==> config.mk <==
export PLATFORM = sky130hd
export DESIGN_NAME = selector_2
export DESIGN_NICKNAME = d
export VERILOG_FILES = /design/src/rtl/selector_2.sv
export SDC_FILE = /design/constraint.sdc
export NUM_CORES = 1
export LEC_CHECK = 0
export BUFFER_PORTS_ARGS = -buffer_cell sky130_fd_sc_hd__buf_2
export CORE_UTILIZATION = 42
export DETAILED_ROUTE_END_ITERATION = 6
export GPL_TIMING_DRIVEN = 0
export HOLD_SLACK_MARGIN = 0.1
export PLACE_DENSITY_LB_ADDON = 0.15
export SETUP_SLACK_MARGIN = 0.1
export SLEW_MARGIN = 20
export SYNTH_ARGS = -nofsm -noshare
export SYNTH_HDL_FRONTEND = slang
export SYNTH_SLANG_ARGS = --single-unit
==> constraint.sdc <==
create_clock -name clk -period 1.3 [get_ports clk]
set_input_delay 0 -clock clk [delete_from_list [all_inputs] [get_ports clk]]
set_output_delay 0 -clock clk [all_outputs]
set_load 0.01 [all_outputs]
==> src/rtl/selector_2.sv <==
// selector_2: registered two-way data selector with capture enable.
// Output loads Input0 or Input1 on a rising clk when En=1; Valid pulses for
// one cycle after each capture. Optional build macro SELECTOR_2_SEL_CHECK_EN
// turns out-of-range Sel values into a zero capture plus a sticky Err flag.
// Without the macro only the select LSB is decoded and Err is tied low.
module selector_2 #(
  parameter int bits     = 16,
  parameter int sel_bits = 4
) (
  input  logic                clk,
  input  logic                reset,
  input  logic [bits-1:0]     Input0,
  input  logic [bits-1:0]     Input1,
  input  logic [sel_bits-1:0] Sel,
  input  logic                En,
  output logic [bits-1:0]     Output,
  output logic                Valid,
  output logic                Err
);

  logic [bits-1:0] sel_data;

`ifdef SELECTOR_2_SEL_CHECK_EN
  logic sel_bad;
  logic err_q;

  assign sel_bad = (Sel > sel_bits'(1));

  // Decode the full select; anything past index 1 yields zero, never X.
  always_comb begin
    sel_data = '0;
    if (Sel == '0) begin
      sel_data = Input0;
    end else if (Sel == sel_bits'(1)) begin
      sel_data = Input1;
    end
  end

  // Sticky error: set by any capture with an out-of-range select.
  always_ff @(posedge clk or posedge reset) begin
    if (reset) begin
      err_q <= 1'b0;
    end else if (En && sel_bad) begin
      err_q <= 1'b1;
    end
  end

  assign Err = err_q;
`else
  logic sel_odd;

  // Mask against the whole select so upper bits are deliberately ignored.
  assign sel_odd = ((Sel & sel_bits'(1)) != '0);

  // Only the select LSB picks the candidate in this build.
  always_comb begin
    sel_data = sel_odd ? Input1 : Input0;
  end

  assign Err = 1'b0;
`endif

  // Output register and capture strobe; Output holds when En is low.
  always_ff @(posedge clk or posedge reset) begin
    if (reset) begin
      Output <= '0;
      Valid  <= 1'b0;
    end else begin
      Valid <= En;
      if (En) begin
        Output <= sel_data;
      end
    end
  end

endmodule

==> results.toml <==
[run_status]
status = "complete, no violations"

[floorplanning]
chipHeight_um = 45.3
pin_count = 57
dieArea_um2 = 2050
coreArea_um2 = 1750
initial_core_util = 0.450
rows = 15
die_w_um = 45.3

[synth]
ys_ff_latch = 17
ys_seq_area_frac = 0.541
post_synth.cell_area_avg_um2 = 10.8
netlist_instances = 73
ys_types = 11
syn_area_um2 = 786
yosysWarnings = 0
syn-num-nets = 112

[timing]
report.final.hold_viol_count = 0
min_period_over_period = 0.782
final_max_slew_viol_count = 0
tns_ps = 0
slew-limit-headroom = 0.570
rsz0062_at_grt = "false"
finalSetupViolCount = 0
period_minus_slack_ps = 1020
fmax_mhz = 984
fin_skew_ps = 0
worstMarginPinSlew_ps = 644

[finish]
fin_nets = 203
synthToLayoutAreaGrowth_pct = 84.4
antenna_cells = 0
fin_area_um2 = 1450
drive_above_1_share = 0.362
final_common_cell = "buf_2"
final_cell_mix = "buf_2 (53), dlygate4sd3_1 (35), dfrtp_1 (17)"
fillers = 121

[global_routing]
gr-total-overflow = 0
grt_max_degree = 18
grt_use_total = 0.267
grt_pass1_vias = 896
antenna_found_initial = 0
grt_pass1_wl_um = 3740

[clocking]
clock-sinks = 17
cts.clk_slew.worst_paths_ps = 100
numCtsBuffers = 3
cts_tree = "yes"
cts_buffer_depth = 2
htree_levels = 1
postCtsHoldBufs = 35
clk_latency_ps = 290
root_buffer = "clkbuf_4"
cts_resized = 0
post_cts_buffers = 0

[placement]
io_buffers = 51
post-dp-hpwl_um = 1340
place_area_um2 = 1070
gp_congestion = 0.600

[pwr]
intPower_w = 0.000901
clkPwrFrac = 0.230
swShare = 0.282
p_leak_nw = 0.733
p_switching_w = 0.000353
pwr-share-seq = 0.486
max-vdd-ir-drop_uv = 636
pwr_density_cell_nw_per_um2 = 866
pwr-share-comb = 0.284

[worst_setup_path]
critPathRequiredTime_ps = 1460
reg2reg_slack_ps = 600
cp-start-kind = "input port"
cp_slowest_cell = "dlygate4sd3_1"
cp-end-kind = "register"
path_class = "in2reg"
path_cells = "dlygate4sd3_1, buf_6, buf_12, mux2i_1, a21oi_1"
cp.arrival_ps = 1180
cp_max_fo = 10
critPathMaxStageDelay_ps = 560

[min_path]
hold_path.class = "in2async"

[run]
max-cap-violations = 0

[routing]
route.antenna.remaining_nets = 0
post-route-drc-count = 0
drt-initial-drc-count = 9
routedWlPerCell_um = 13.3
routed_wl_um = 2500
firstDrtPassIters = 4
num_vias = 860
viasPerCell = 4.57
critical path, delay by kind of cell:
family	cells	cell delay, ps
buf+inv	3	870
compound gates	1	90
mux	1	210
through the flow:
step                       util  setup slack [ps]  std cells  total power [W]  hold WS (ps)
final                     0.830               284        188          0.00125           345
after global routing      0.830               228        188          0.00133           372
after CTS                 0.830               301        188          0.00124           365
after detailed placement  0.614               517        149         0.000884           124
after global placement    0.614               523        149         0.000876           117
after floorplan               -               632         73         0.000758         -73.9
sequential cells by signal (all words and copies together) (netlist names):
name    flops
Output     16
Valid       1
kinds of logic after synthesis:
| kind of cell | count (synthesis) | share of synthesized area |
|---|---|---|
| DFF | 17 | 0.541 |
| AOI/OAI and AO/OA | 16 | 0.102 |
| muxes | 16 | 0.204 |
| and+or+nand+nor | 16 | 0.0764 |
| buffers and inverters | 7 | 0.0717 |
| other | 1 | 0.00477 |
cell usage after synthesis (all sizes together):
master / number / share of area
nor2: 16 / 0.076
conb: 1 / 0.0048
clkbuf: 1 / 0.0048
mux2i: 16 / 0.20
buf: 5 / 0.062
dfrtp: 17 / 0.54
inv: 1 / 0.0048
a21oi: 16 / 0.10
final cells by class:
type | instances | area, µm² | area share
Tap cell | 25 | 31.3 | 0.0216
Buffer | 6 | 52.6 | 0.0363
Multi-Input combinational cell | 49 | 304 | 0.210
Clock buffer | 4 | 26.3 | 0.0181
Inverter | 1 | 3.75 | 0.00259
Sequential cell | 17 | 425 | 0.294
Timing Repair Buffer | 86 | 606 | 0.418
path summary, 6_finish.rpt:
path / cells after the start / startpoint / endpoint
max: 5 / Sel[0] / Output[11]$_DFFE_PP0P_
min: 3 / reset / Output[10]$_DFFE_PP0P_
max reg2reg: 2 / Output[8]$_DFFE_PP0P_ / Output[8]$_DFFE_PP0P_
min reg2reg: 2 / Output[14]$_DFFE_PP0P_ / Output[14]$_DFFE_PP0P_
max in group asynchronous: 3 / reset / Output[4]$_DFFE_PP0P_
min in group clk: 2 / En / Valid$_DFF_PP0_
power groups by stage:
stage	logic (W)	registers, W	clock network, W
floorplan	0.000112	0.000647	0
global placement	0.000259	0.000616	0
detailed placement	0.000267	0.000617	0
CTS	0.000348	0.000607	0.000288
global route	0.000389	0.000615	0.000325
finish	0.000356	0.000610	0.000288
metal layers:
layer,up-vias,share of wire,wire (µm),GRT usage
met1,403,0.38,939,0.285
met4,0,0.0076,19,0.0727
met5,-,0,0,0
met3,2,0.033,82,0.0360
li1,426,-,-,-
met2,29,0.58,1460,0.533
Note: power is estimated with default switching activity, not from simulation.
